File: config.mk
export PLATFORM = sky130hd
export DESIGN_NAME = keccak_squeeze_out
export DESIGN_NICKNAME = d
export VERILOG_FILES = /design/src/rtl/keccak_pkg.sv /design/src/rtl/keccak_squeeze_out.sv
export SDC_FILE = /design/constraint.sdc
export NUM_CORES = 2
export LEC_CHECK = 0
export ABC_AREA = 1
export BUFFER_PORTS_ARGS = -buffer_cell sky130_fd_sc_hd__buf_2
export CORE_AREA = 2 2 660 662
export DETAILED_ROUTE_END_ITERATION = 16
export DIE_AREA = 0 0 662 664
export GPL_TIMING_DRIVEN = 0
export PLACE_DENSITY_LB_ADDON = 0.25
export SETUP_SLACK_MARGIN = 0.02
export SLEW_MARGIN = 20
export SYNTH_ARGS = -nofsm -noshare
export SYNTH_HDL_FRONTEND = slang
export SYNTH_SLANG_ARGS = --single-unit
File: constraint.sdc
create_clock -name clk -period 2.6 [get_ports clk]
set_clock_uncertainty 0.2 [all_clocks]
set_input_delay 0.52 -clock clk [delete_from_list [all_inputs] [get_ports clk]]
set_output_delay 0.52 -clock clk [all_outputs]
set_load 0.005 [all_outputs]
File: src/rtl/keccak_pkg.sv
// Shared Keccak types and constants used by the squeeze output unit.
package keccak_pkg;

    localparam int LANE_W  = 64;
    localparam int STATE_W = 1600;

    typedef enum logic [1:0] {
        IDLE       = 2'd0,
        WAIT_STATE = 2'd1,
        EMIT       = 2'd2,
        PERM       = 2'd3
    } sq_state_t;

endpackage

File: src/rtl/keccak_squeeze_out.sv
// Squeeze-phase output unit: buffers the rate part of a permuted state and
// streams it as 64-bit lanes, requesting further permutations as needed.
module keccak_squeeze_out
    import keccak_pkg::*;
#(
    parameter int RATE_WORDS = 17
) (
    input  logic               clk,
    input  logic               rst_n,
    input  logic               start,
    input  logic [7:0]         len_words,
    input  logic [STATE_W-1:0] s_data,
    input  logic               s_valid,
    output logic               s_ready,
    output logic               perm_req,
    output logic [LANE_W-1:0]  m_data,
    output logic               m_valid,
    input  logic               m_ready,
    output logic               m_last,
    output logic               busy,
    output logic               done,
    output logic [1:0]         dbg_state
);

    localparam int BUF_W = LANE_W * RATE_WORDS;
    localparam logic [4:0] LAST_IDX = 5'(RATE_WORDS - 1);

    // Handshakes: a transfer happens on a rising edge where valid and ready
    // are both high; valid never drops and data never changes until then.

    sq_state_t         state_q, state_d;
    logic [BUF_W-1:0]  buf_q, buf_d;
    logic [7:0]        rem_q, rem_d;
    logic [4:0]        idx_q, idx_d;
    logic              done_d;

    logic              s_ready_q, m_valid_q, m_last_q, perm_req_q, busy_q, done_q;
    logic [LANE_W-1:0] m_data_q;

    // Capacity lanes never reach the output.
    logic unused_capacity;
    assign unused_capacity = ^s_data[STATE_W-1:BUF_W];

    always_comb begin
        state_d = state_q;
        buf_d   = buf_q;
        rem_d   = rem_q;
        idx_d   = idx_q;
        done_d  = 1'b0;
        case (state_q)
            IDLE: begin
                if (start && (len_words != 8'd0)) begin
                    rem_d   = len_words;
                    state_d = WAIT_STATE;
                end
            end
            WAIT_STATE: begin
                if (s_valid && s_ready_q) begin
                    buf_d   = s_data[BUF_W-1:0];
                    idx_d   = 5'd0;
                    state_d = EMIT;
                end
            end
            EMIT: begin
                if (m_valid_q && m_ready) begin
                    buf_d = buf_q >> LANE_W;
                    rem_d = rem_q - 8'd1;
                    idx_d = idx_q + 5'd1;
                    if (rem_q == 8'd1) begin
                        state_d = IDLE;
                        done_d  = 1'b1;
                    end else if (idx_q == LAST_IDX) begin
                        state_d = PERM;
                    end
                end
            end
            PERM: begin
                state_d = WAIT_STATE;
            end
            default: state_d = IDLE;
        endcase
    end

    // Outputs are registered from the next state so they line up with it.
    always_ff @(posedge clk or negedge rst_n) begin
        if (!rst_n) begin
            state_q    <= IDLE;
            buf_q      <= '0;
            rem_q      <= 8'd0;
            idx_q      <= 5'd0;
            s_ready_q  <= 1'b0;
            m_valid_q  <= 1'b0;
            m_last_q   <= 1'b0;
            perm_req_q <= 1'b0;
            busy_q     <= 1'b0;
            done_q     <= 1'b0;
            m_data_q   <= '0;
        end else begin
            state_q    <= state_d;
            buf_q      <= buf_d;
            rem_q      <= rem_d;
            idx_q      <= idx_d;
            s_ready_q  <= (state_d == WAIT_STATE);
            m_valid_q  <= (state_d == EMIT);
            m_last_q   <= (state_d == EMIT) && (rem_d == 8'd1);
            perm_req_q <= (state_d == PERM);
            busy_q     <= (state_d != IDLE);
            done_q     <= done_d;
            m_data_q   <= (state_d == EMIT) ? buf_d[LANE_W-1:0] : '0;
        end
    end

    assign s_ready   = s_ready_q;
    assign m_valid   = m_valid_q;
    assign m_last    = m_last_q;
    assign perm_req  = perm_req_q;
    assign busy      = busy_q;
    assign done      = done_q;
    assign m_data    = m_data_q;
    assign dbg_state = state_q;

endmodule

; ---- Word level (Yosys, flattened, before mapping)
; Index checks and enable logic that the tools add are counted.
[totals]
latchBits = 0
romBits = 0
regBits = 1173
output_inout_bits = 72
memories = 0
mem_bits_rw = 0
word_cells = 53
[op_classes]
order_cmp = 0
n_mux = 19
n_addsub = 2
div = 0
multipliers = 0
n_bitwise = 0
n_reduce_logical = 9
shift = 0
n_eq_ne = 11
[op_table]
columns = operator, count
row1 = two-way mux 1088 bit, 2
row2 = one-hot mux 1088 bit (2 select lines), 1
row3 = two-way mux 64 bit, 1
row4 = "equality test 8 x 1 -> 1 bit, second input constant", 2
row5 = two-way mux 8 bit, 2
row6 = one-hot mux 8 bit (2 select lines), 1
row7 = two-way mux 2 bit, 5
row8 = two-way mux 5 bit, 2
row9 = one-hot mux 5 bit (2 select lines), 1
row10 = "equality test 2 bit, second input constant", 4
row11 = one-hot mux 2 bit (4 select lines), 1
row12 = nonzero test 8 bit, 1
row13 = "subtractor 8 x 1 -> 8 bit, second input constant", 1
row14 = "adder 5 x 1 -> 5 bit, second input constant", 1
row15 = "equality test 5 bit, second input constant", 1
row16 = "equality test 2 x 1 -> 1 bit, second input constant", 2
row17 = logical AND 1 bit, 4
row18 = "!= test 2 bit, second input constant", 2
row19 = nonzero test 2 bit, 2
row20 = two-way mux 1 bit, 3
row21 = AND reduction 3 bit, 1
row22 = logical NOT 2 bit, 1

; ---- Longest topological paths before layout
[depth]
depth_word = 7
depth_mapped = 15

; ---- Worst setup path before layout
; OpenSTA, ideal clock, no wires.
[synth_path]
kind = flip-flop to flip-flop
start = register state_q[0], in the netlist dbg_state[0]
end = register idx_q[3]
arrival_time_ps = 1871
period_less_slack_ps = 2198
path_stages_with_launch = 14
path_buffers = 4
setup_slack_ps = 402
required_time_ps = 2273
path_cell_list = dfrtp_1 -> inv_1 -> ha_1 -> buf_4 -> inv_4 -> nor2_8 -> inv_4 -> o21ai_2 -> nand2_2 -> buf_4 -> buf_4 -> buf_2 -> nor3_1 -> nor3b_2
[synth_via]
elab_chain_len = 3
word_cells_on_any_way = 7
[synth_rtl]
columns = element, line
row1 = from (decl), keccak_squeeze_out.sv:31  ; sq_state_t state_q, state_d;
row2 = from (signal assigned), keccak_squeeze_out.sv:99  ; state_q <= state_d;
row3 = equality test 2 bit or equality test 2 x 1 -> 1 bit (tied branches), keccak_squeeze_out.sv:50  ; case (state_q)
row4 = != test 2 bit (no source line) or nonzero test 2 bit (tied branches), -
row5 = AND reduction 3 bit (no source line), -
row6 = to (signal assigned), keccak_squeeze_out.sv:102  ; idx_q <= idx_d;
row7 = to (decl), keccak_squeeze_out.sv:34  ; logic [4:0] idx_q, idx_d;
; Several ways; a longest one is shown, not always the timed one.
; A chain may end at the register's enable or synchronous reset.

; ---- Worst setup path after layout
[layout_path]
start = register state_q[1], in the netlist dbg_state[1]
end = register buf_q[449]
[layout_via]
elab_chain_len = 3
word_cells_on_any_way = 7
[layout_rtl]
columns = element, line
row1 = equality test 2 bit or equality test 2 x 1 -> 1 bit (tied branches), keccak_squeeze_out.sv:50
row2 = != test 2 bit (no source line) or nonzero test 2 bit (tied branches), -
row3 = AND reduction 3 bit (no source line), -
row4 = to (signal assigned), keccak_squeeze_out.sv:100  ; buf_q <= buf_d;
row5 = to (decl), keccak_squeeze_out.sv:32  ; logic [BUF_W-1:0] buf_q, buf_d;
; Several ways; a longest one is shown, not always the timed one.

==> impl_results.md <==
- Outcome: complete, but fails checks
- Failing checks: hold timing, setup timing
- P_sw: 33800 uW
- Placed cells: 12200
- Post-synthesis sequential area ratio: 58.5%
- DP Worst Slack: -2.61 ns
- Number of endpoints failing setup at the final stage: 14
- Fmax: 0.370 GHz
- Reg clk slew, reported paths: 0.06 ns
- Via count: 54100
- CP startpoint kind: flop
- Combinational share of power: 40.8%
- Xor-xnor portion of the synthesized cell area: 0.0175%
- Mux cell area share after synthesis: 0%
- Grt ovf: 0
- Routed wire length: 390 mm
- HPWL after DPL: 307 mm
- I/O pin count: 1685
- Smallest hold slack: -0.241 ns
- Post-Synth Simple-Gate Area: 11.3%
- Core area: 0.433 sq mm
- Net Sw Frac: 40.4%
- Main combinational cell family by area after synthesis: compound AO/OA/AOI/OAI gates
- Sequential power share: 30.8%
- Ys Warns: 0
- Initial Util: 11.6%
- Worst Path Arrival: 3.19 ns
- Via/cell ratio: 3.89
- CTS sink cnt: 1173
- TNS Setup: -0.262 ns
- Fin. Hold Viols: 246
- Syn nets: 6845
- Post-Synthesis Cell Area: 0.0502 sq mm
- Die W: 662 um
- ANT nets after route: 0
- Nets: 9493
- CTS tree: built
- Post-Layout Cell Count: 13900
- #FFs+latches synth: 1173
- Clk buf depth: 4
- CP required: 3.09 ns
- Endpoint class of the critical path: flop
- Die area: 0.440 sq mm
- Compound-Gate Fraction of Synth Area: 25.7%
- Vert. Die Dim: 664 um
- Initial antenna violation count: 267
- Period utilisation layout: 104%
- Total GRT Usage: 17.0%
- Fin crit period: 2.70 ns
- Share of layout cells above drive strength 1: 33.2%
- Worst VDD drop: 0.000619 V
- Fillers: 47800
- Clock network power share: 28.4%
- Pwr/cell area: 935 mW/mm^2
- Clk Latency, worst-skew pair: 0.91 ns
- Final Cell Area: 0.0895 sq mm
- DP Area: 0.0637 sq mm
- Worst Setup Path Type: flop to flop
- Placer Congestion: 0.914
- FF-to-FF path depth: 9
- Max_cap viols: 0
- Post-synthesis instance total: 5224
- Htree depth: 4
- Largest net degree at the start of global routing: 111
- Internal power: 49900 uW
- First-pass GRT wire length: 508 mm
- Hold Crit Class: primary input to async pin
- DR iter-0 viols: 3938
- Post-synth cell types: 32
- DR DRC count: 0
- Avg Inst Size Synth: 9.61 sq um
- Post-route setup slack: -0.0994 ns
- Slew @ Worst Pin: 0.826 ns
- Drt first pass iters: 6
- Number of cell rows: 242
- Slew headroom: 44.9%
- CP max FO: 10
- Area growth, synth to finish: 78.4%
- Unrepaired setup endpoints after global routing: yes
- Adder-cell share of the synthesized area: 0.199%
- TritonCTS Buffers: 163
- Root Driver: clkbuf_16
- Slew Limit Fails: 0
- Vias in the first global route: 55800
- Leak pwr: 0.0371 uW
- Wire per inst: 28.0 um
- PortBufs: 1172
-- cell usage after synthesis --
library cell / count / area, sq um
a22oi_1: 960 / 7210
dfrtp_1: 1173 / 29400
o211ai_2: 1 / 12.5
nand3b_1: 1 / 7.51
nand4_1: 4 / 25.0
buf_1: 22 / 82.6
a31oi_1: 64 / 400
xnor2_1: 1 / 8.76
o21ai_1: 455 / 2280
o21ai_0: 567 / 2840
nor3_1: 2 / 10.0
o211ai_1: 1 / 7.51
nand2_1: 1333 / 5000
inv_2: 2 / 7.51
buf_2: 98 / 490
o21ai_2: 12 / 105
a31o_2: 1 / 8.76
or2_2: 1 / 6.26
nor2_1: 31 / 116
buf_4: 20 / 150
nor2_4: 1 / 11.3
nor2_8: 1 / 20.0
clkbuf_1: 328 / 1230
inv_4: 2 / 12.5
nand3_1: 86 / 430
ha_1: 8 / 100
inv_1: 33 / 124
nand2_2: 4 / 25.0
buf_6: 6 / 67.6
nor3b_2: 1 / 12.5
a21oi_1: 4 / 20.0
nor2_2: 1 / 6.26
-- final timing paths --
check	slack (ns)	end	startpoint
setup / recovery	-0.1	buf_q[449]$_DFFE_PN0P_	dbg_state[1]$_DFF_PN0_
hold reg to reg	0.28	buf_q[0]$_DFF_PN0_	buf_q[0]$_DFF_PN0_
setup reg to reg	-0.1	buf_q[449]$_DFFE_PN0P_	dbg_state[1]$_DFF_PN0_
hold / removal	-0.24	buf_q[579]$_DFFE_PN0P_	rst_n
max in group asynchronous	0.35	buf_q[527]$_DFFE_PN0P_	rst_n
min in group clk	0.10	idx_q[1]$_DFFE_PN0P_	s_valid
-- cells in the final DEF, fill, tap and decap left out, types with 5 or more instances in the layout --
cell type      netlist  final
nand2_1           1333   1280
buf_4               20    104
clkinv_2             0     20
clkbuf_2             0    114
buf_6                6     71
dlygate4sd3_1        0   1103
buf_12               0     80
o21ai_0            567    433
o21ai_1            455    336
dfrtp_1           1173   1170
buf_16               0     78
nor2_1              31     29
a31oi_1             64     32
a31oi_4              0     22
inv_4                2      5
a22oi_2              0    182
nand2_2              4     38
clkbuf_4             0     71
diode_2              0    203
buf_2               98   1214
clkbuf_16            0    191
bufinv_16            0     11
clkbuf_8             0     66
a31oi_2              0     10
nand2_4              0     17
ha_1                 8      5
a22oi_1            960    778
nand3_1             86     85
o21ai_2             12    264
inv_1               33     29
buf_8                0     50
clkbuf_1           328     48
-- timing repair --
item / 4_1_cts / 5_1_grt
endpoints found under the setup margin: 1362 / 1222
setup buffers: 96 / 32
hold buffers: 1104 / 5
gates cloned: 55 / 18
resized for setup: 1198 / 874
pin swaps: 71 / 92
hold endpoints to repair: 1281 / 358
-- worst max-delay path: stages (launching register included) --
cell and delay [ns]:
dfrtp_2 0.46, ha_4 0.21, inv_8 0.07, nor2_8 0.05, buf_16 0.16, buf_12 0.17
buf_16 0.13, buf_8 0.16, a22oi_2 0.59, o21ai_0 0.19
-- flip-flops by register name (all words and copies together) (netlist names), 2 cells and up --
| signal | flops |
|---|---|
| dbg_state | 2 |
| idx_q | 5 |
| m_data | 64 |
| buf_q | 1088 |
| rem_q | 8 |
-- cells by family (layout without fill, tap and decap cells) --
family	after synthesis	count (layout)
flops	1173	1173
simple gates	1466	1466
compound gates	2065	2065
buf+inv	511	3283
other cells	0	203
xor+xnor	1	1
fa+ha+maj	8	8
-- per-layer routing --
| metal | track usage [%] | wire length, um | up-vias |
|---|---|---|---|
| met1 | 19.4 | 150000 | 26800 |
| li1 | - | - | 24400 |
| met3 | 3.42 | 23100 | 741 |
| met5 | 0 | 121 | - |
| met4 | 8.36 | 23100 | 18 |
| met2 | 30.0 | 194000 | 2176 |
-- stage by stage --
| stage | power, uW | utilization [%] |
|---|---|---|
| detailed placement | 47400 | 14.7 |
| floorplan | 34700 | - |
| global placement | 47300 | 14.6 |
| finish | 83700 | 20.7 |
| global route | 87700 | 20.6 |
| CTS | 82500 | 20.1 |
-- power by group through the flow --
| stage | logic [uW] | registers [uW] | clock network, uW |
|---|---|---|---|
| after floorplan | 10800 | 23900 | 0 |
| after CTS | 32300 | 25700 | 24500 |
| final | 34100 | 25700 | 23800 |
| after global placement | 21300 | 25900 | 0 |
| after global routing | 36500 | 26100 | 25100 |
| after detailed placement | 21500 | 25900 | 0 |
-- layout make-up --
class / count / area, sq um / area share, %
sequential: 1173 / 29400 / 32.8
timing repair buffer: 2495 / 20900 / 23.4
buffer: 462 / 4630 / 5.17
inverter: 37 / 168 / 0.187
clock buffer: 238 / 4740 / 5.30
multi-input combinational: 3540 / 21200 / 23.7
clock inverter: 51 / 743 / 0.830
tap: 5734 / 7170 / 8.02
antenna: 203 / 508 / 0.568
Power figures use the tool's default switching activity.
